===== src/rtl/dmem_arbiter.sv =====
// dmem_arbiter: two-port arbiter and access sequencer for a single-port,
// word-addressed data memory. Loads and whole-word stores take one memory
// cycle. Sub-word stores are turned into a read-modify-write because the
// memory only accepts whole-word writes.
// Build option: define DMEM_ARB_RR_EN for round-robin tie breaking. By
// default port 0 wins ties (fixed priority).
// Handshake: a requester holds pN_req and its fields until pN_gnt pulses.
// The fields are latched on that edge. pN_done pulses once when the access
// completes, with pN_rdata valid in that same cycle.
module dmem_arbiter #(
   parameter int ADDR_W = 32,
   parameter int DATA_W = 32
) (
   input  logic              clk,
   input  logic              rst_n,
   input  logic              p0_req,
   input  logic              p0_we,
   input  logic [ADDR_W-1:0] p0_addr,
   input  logic [DATA_W-1:0] p0_wdata,
   input  logic [3:0]        p0_be,
   output logic              p0_gnt,
   output logic              p0_done,
   output logic [DATA_W-1:0] p0_rdata,
   input  logic              p1_req,
   input  logic              p1_we,
   input  logic [ADDR_W-1:0] p1_addr,
   input  logic [DATA_W-1:0] p1_wdata,
   input  logic [3:0]        p1_be,
   output logic              p1_gnt,
   output logic              p1_done,
   output logic [DATA_W-1:0] p1_rdata,
   output logic [ADDR_W-1:0] mem_addr,
   output logic [DATA_W-1:0] mem_write_data,
   output logic              mem_read,
   output logic              mem_write,
   input  logic [DATA_W-1:0] mem_read_data,
   output logic [1:0]        dbg_state
);

   typedef enum logic [1:0] {
      IDLE   = 2'd0,
      ACCESS = 2'd1,
      MERGE  = 2'd2,
      RESP   = 2'd3
   } state_t;

   state_t              state_q, state_d;
   logic                we_q, we_d;
   logic [ADDR_W-3:0]   addr_q, addr_d;
   logic [DATA_W-1:0]   wdata_q, wdata_d;
   logic [3:0]          be_q, be_d;
   logic                owner_q, owner_d;
   logic                last_owner_q, last_owner_d;
   logic [DATA_W-1:0]   rdata_q, rdata_d;
   logic [DATA_W-1:0]   old_q, old_d;
   logic [DATA_W-1:0]   merged;
   logic                win;
   logic                grant;

   // Byte-offset bits never reach the word-addressed memory.
   logic unused_addr_lsbs;
   assign unused_addr_lsbs = ^{p0_addr[1:0], p1_addr[1:0]};

   assign dbg_state = state_q;

   // Pick the winning port. Grant only in IDLE and never while reset is held.
   always_comb begin
      win = 1'b0;
      if (p0_req && p1_req) begin
`ifdef DMEM_ARB_RR_EN
         win = ~last_owner_q;
`else
         win = 1'b0;
`endif
      end else begin
         win = ~p0_req;
      end
      grant = (state_q == IDLE) && (p0_req || p1_req) && rst_n;
   end

   // Merge store bytes over the old word captured in ACCESS.
   always_comb begin
      merged = old_q;
      for (int i = 0; i < 4; i++) begin
         merged[8*i +: 8] = be_q[i] ? wdata_q[8*i +: 8] : old_q[8*i +: 8];
      end
   end

   // Next state and all outputs. Memory strobes come only from the state register.
   always_comb begin
      state_d        = state_q;
      p0_gnt         = 1'b0;
      p1_gnt         = 1'b0;
      p0_done        = 1'b0;
      p1_done        = 1'b0;
      p0_rdata       = '0;
      p1_rdata       = '0;
      mem_addr       = '0;
      mem_write_data = '0;
      mem_read       = 1'b0;
      mem_write      = 1'b0;
      case (state_q)
         IDLE: begin
            if (grant) begin
               p0_gnt  = ~win;
               p1_gnt  = win;
               state_d = ACCESS;
            end
         end
         ACCESS: begin
            mem_addr = {addr_q, 2'b00};
            if (!we_q) begin
               mem_read = 1'b1;
               state_d  = RESP;
            end else if (be_q == 4'hF) begin
               mem_write      = 1'b1;
               mem_write_data = wdata_q;
               state_d        = RESP;
            end else if (be_q == 4'h0) begin
               state_d = RESP;
            end else begin
               mem_read = 1'b1;
               state_d  = MERGE;
            end
         end
         MERGE: begin
            mem_addr       = {addr_q, 2'b00};
            mem_write      = 1'b1;
            mem_write_data = merged;
            state_d        = RESP;
         end
         RESP: begin
            p0_done  = ~owner_q;
            p1_done  = owner_q;
            p0_rdata = owner_q ? '0 : rdata_q;
            p1_rdata = owner_q ? rdata_q : '0;
            state_d  = IDLE;
         end
         default: state_d = IDLE;
      endcase
   end

   // Datapath next values: latch the winner's fields on grant, capture read data in ACCESS.
   always_comb begin
      we_d         = we_q;
      addr_d       = addr_q;
      wdata_d      = wdata_q;
      be_d         = be_q;
      owner_d      = owner_q;
      last_owner_d = last_owner_q;
      rdata_d      = rdata_q;
      old_d        = old_q;
      if (grant) begin
         owner_d      = win;
         last_owner_d = win;
         if (win) begin
            we_d    = p1_we;
            addr_d  = p1_addr[ADDR_W-1:2];
            wdata_d = p1_wdata;
            be_d    = p1_be;
         end else begin
            we_d    = p0_we;
            addr_d  = p0_addr[ADDR_W-1:2];
            wdata_d = p0_wdata;
            be_d    = p0_be;
         end
      end
      if (state_q == ACCESS) begin
         rdata_d = we_q ? '0 : mem_read_data;
         old_d   = mem_read_data;
      end
   end

   // State and datapath registers. last_owner resets to 1 so port 0 wins the first tie.
   always_ff @(posedge clk or negedge rst_n) begin
      if (!rst_n) begin
         state_q      <= IDLE;
         we_q         <= 1'b0;
         addr_q       <= '0;
         wdata_q      <= '0;
         be_q         <= '0;
         owner_q      <= 1'b0;
         last_owner_q <= 1'b1;
         rdata_q      <= '0;
         old_q        <= '0;
      end else begin
         state_q      <= state_d;
         we_q         <= we_d;
         addr_q       <= addr_d;
         wdata_q      <= wdata_d;
         be_q         <= be_d;
         owner_q      <= owner_d;
         last_owner_q <= last_owner_d;
         rdata_q      <= rdata_d;
         old_q        <= old_d;
      end
   end

endmodule


===== config.mk =====
export PLATFORM = sky130hd
export DESIGN_NAME = dmem_arbiter
export DESIGN_NICKNAME = d
export VERILOG_FILES = /design/src/rtl/dmem_arbiter.sv
export SDC_FILE = /design/constraint.sdc
export NUM_CORES = 1
export LEC_CHECK = 0
export CAP_MARGIN = 5
export CORE_MARGIN = 2
export CORE_UTILIZATION = 43
export CTS_CLUSTER_DIAMETER = 100
export DETAILED_ROUTE_END_ITERATION = 7
export PLACE_DENSITY = 0.77
export SLEW_MARGIN = 20
export SYNTH_ARGS = -nofsm -noshare
export SYNTH_HDL_FRONTEND = slang
export SYNTH_SLANG_ARGS = --single-unit

===== constraint.sdc =====
create_clock -name clk -period 2.75 [get_ports clk]
set_clock_uncertainty 0.2 [all_clocks]
set_input_delay 0.825 -clock clk [delete_from_list [all_inputs] [get_ports clk]]
set_output_delay 0.825 -clock clk [all_outputs]
set_load 0.02 [all_outputs]

==> impl_results.md <==
* CP startpoint kind: flop
* CP Max Fanout at 8
* Reg power frac at around 24%
* Core area at 16500 µm²
* First-pass GRT wire length at about 36 mm
* Hold_buf cts at 0
* Most frequent cells in the layout: clkdlybuf4s50_1 (168), dfrtp_1 (132), buf_4 (75)
* IO Pins at 310
* Initial antenna violation count at 1
* Delay-heaviest family, CP: buffers and inverters
* H-tree depth at 4
* DP HPWL at approximately 16 mm
* Routed Wire Length at approximately 23 mm
* Crit path required time at roughly 1.7 ns
* Root buf cell: clkbuf_16
* Total number of vias at 6655
* Status: finished, violations left
* Yosys warning count at 0
* Power share of the clock group at 15.1%
* CP arrival at 1.97 ns
* Sw Pwr at 5.80 mW
* CP bufs+invs at 4
* Hold_ws at 0.243 ns
* Max Clk Rate at ~0.33 GHz
* Final WS setup at -0.250 ns
* Drt via density at 5.36
* Int Pwr at 9.05 mW
* Failing checks: negative setup slack
* RSZ-0062 raised after global routing: yes
* Crit. path cell count at 6
* Setup violators final at between 100 and 150
* Synthesized netlist cell count at 692
* Crit end category: output pin
* Pin count of the biggest net entering global routing at approximately 110
* Max-slew violations at 0
* CP cell instances: inv_2 > buf_6 > ha_4 > buf_8 > nor4b_2 > buf_4
* # DRC at 0
* Worst-Skew Late Latency at around 0.4 ns
* Crit path time final at 3.00 ns
* Max VDD drop at 588 µV
* Sequential area share after synthesis at 46.6%
* Die W at about 130 µm
* Area grow syn2layout at 65.2%
* Synth top area share at 46.6%
* Post-synth cell types at 32
* Cell area after synthesis at 7190 µm²
* Max-cap viol count at 0
* Port bufs at around 300
* Site Rows at 47
* CTS clk-pin slew, worst paths at ~0.06 ns
* CTS tree: done
* Overall routing resource usage at 25.4%
* Most common cell after layout, fill and taps aside: clkdlybuf4s50_1
* Gp weighted congestion at 0.865
* Max-slew headroom at 44.6%
* Combinational power share at between 60% and 70%
* Number of global-route vias before repair at 6581
* Die Area at ~18000 µm²
* Drt pass-1 iters at 4
* Initial Utilization at 43.7%
* DRT iter0 DRCs at 335
* Sw Share at about two fifths
* Clk buf depth at 2
* Actual slew at the worst max-slew pin at 0.831 ns
* Critical path's slowest cell: dfrtp_2
* Remaining Overflow, GRT at 0
* Final Core Density at ~72%
* Final Cycle Share at 109%
* Largest stage delay on the critical path at 0.41 ns
* TritonCTS Buffers at 17
* Final nets at 1186
* Leakage at 5.25 nW
* Die Span Y at 133 µm
* Crit Path Category: reg2out
* Worst min path class: in2async
* Hold Vio Cnt, Final at 0
* Routed Antenna Nets at 0
* Area leader, netlist: dfrtp_1
* Layout cells sized above 1 at 34.7%
* PD cells at between 1000 and 1500 nW/µm²
* Synth area leaders: dfrtp_1 (47%), a221o_1 (9.3%), nor3b_1 (7.0%)
* Synth Register Bits at 134
* Wire per inst at 18.9 µm
* Sink Count at about 130
* Synth Area per Inst at roughly 10 µm²
* R2R depth at 8
## metal layers
layer | vias to the layer above | part of all wire, % | GRT usage (%)
li1 | 3130 | - | -
met1 | 3268 | 43 | 32.7
met2 | 227 | 49 | 42.0
met3 | 30 | 5.8 | 5.86
met4 | 0 | 2.2 | 9.22
met5 | - | 0 | 0
## Yosys cell counts
master / n
inv_1: 34
mux2_2: 33
buf_6: 7
nor4_1: 1
nand2_1: 33
clkbuf_1: 33
a31oi_1: 1
and2_1: 64
a32oi_1: 1
and3_1: 33
nor3_1: 1
o2bb2ai_1: 1
nor2_1: 33
buf_1: 1
a221o_1: 67
o21ai_0: 33
nor2b_1: 3
nor4b_1: 23
nor3b_1: 67
buf_4: 8
dfrtp_1: 134
conb_1: 1
and4_4: 1
ha_1: 5
clkinv_1: 4
o211ai_1: 1
a311oi_4: 4
buf_2: 21
o21ai_1: 2
a21oi_1: 32
a21o_1: 1
nor4b_2: 9
## logic make-up after synthesis
logic type / Yosys count / share of synthesized area, %
adders and majority gates: 5 / 0.870
and+or+nand+nor: 268 / 24.1
other: 1 / 0.0522
DFF: 134 / 46.6
buffers and inverters: 108 / 7.15
muxes: 33 / 5.17
AOI/OAI and AO/OA: 143 / 16.0
## flip-flops by register name (all words and copies together), names as in the netlist
name / cells
owner_q: 1
old_q: 32
we_q: 1
wdata_q: 32
dbg_state: 2
addr_q: 30
be_q: 4
rdata_q: 32
## cell type report
| type | instances | area [µm²] |
|---|---|---|
| Clock buffer | 24 | 482 |
| Timing Repair Buffer | 365 | 3600 |
| Sequential cell | 134 | 3360 |
| Clock inverter | 8 | 97.6 |
| Tap cell | 220 | 275 |
| Multi-Input combinational cell | 451 | 3920 |
| Fill cell | 1209 | 4590 |
| Inverter | 38 | 145 |
| Antenna cell | 1 | 2.50 |
## power groups by stage
stage          combinational (mW)  clock [mW]  sequential [mW]
2_1_floorplan                4.47           0             3.35
3_3_place_gp                 7.20           0             3.52
3_5_place_dp                 7.31           0             3.53
4_1_cts                      8.06        2.27             3.54
5_1_grt                      9.53        2.35             3.70
6_report                     9.01        2.24             3.60
## metrics by stage
step	area [µm²]	instances	setup WS [ns]	power, mW	setup TNS (ns)
after detailed placement	10700	1187	-0.492	10.8	-37.75
after floorplan	7400	693	-0.0527	7.82	-0.272
after CTS	11500	1230	-0.235	13.9	-18.94
after global routing	11900	1240	-0.328	15.6	-28.25
final	11900	1241	-0.250	14.9	-19.98
after global placement	10700	1187	-0.470	10.7	-34.07
## path summary, 6_finish.rpt
| kind | startpoint | endpoint | slack [ns] |
|---|---|---|---|
| min | rst_n | wdata_q[13] | 0.24 |
| max reg2reg | dbg_state[1] | be_q[3] | 0.30 |
| min reg2reg | addr_q[11] | addr_q[11] | 0.30 |
| max in group asynchronous | rst_n | rdata_q[15] | 0.93 |
| min in group clk | addr_q[11] | addr_q[11] | 0.30 |
| max | dbg_state[1] | mem_write_data[31] | -0.25 |
## what timing repair did
action	in CTS	in global routing
setup endpoints to repair	132	132
resized for setup	639	160
pin swaps	23	6
setup buffers	9	5
gates cloned	2	6
Power figures use the tool's default switching activity.
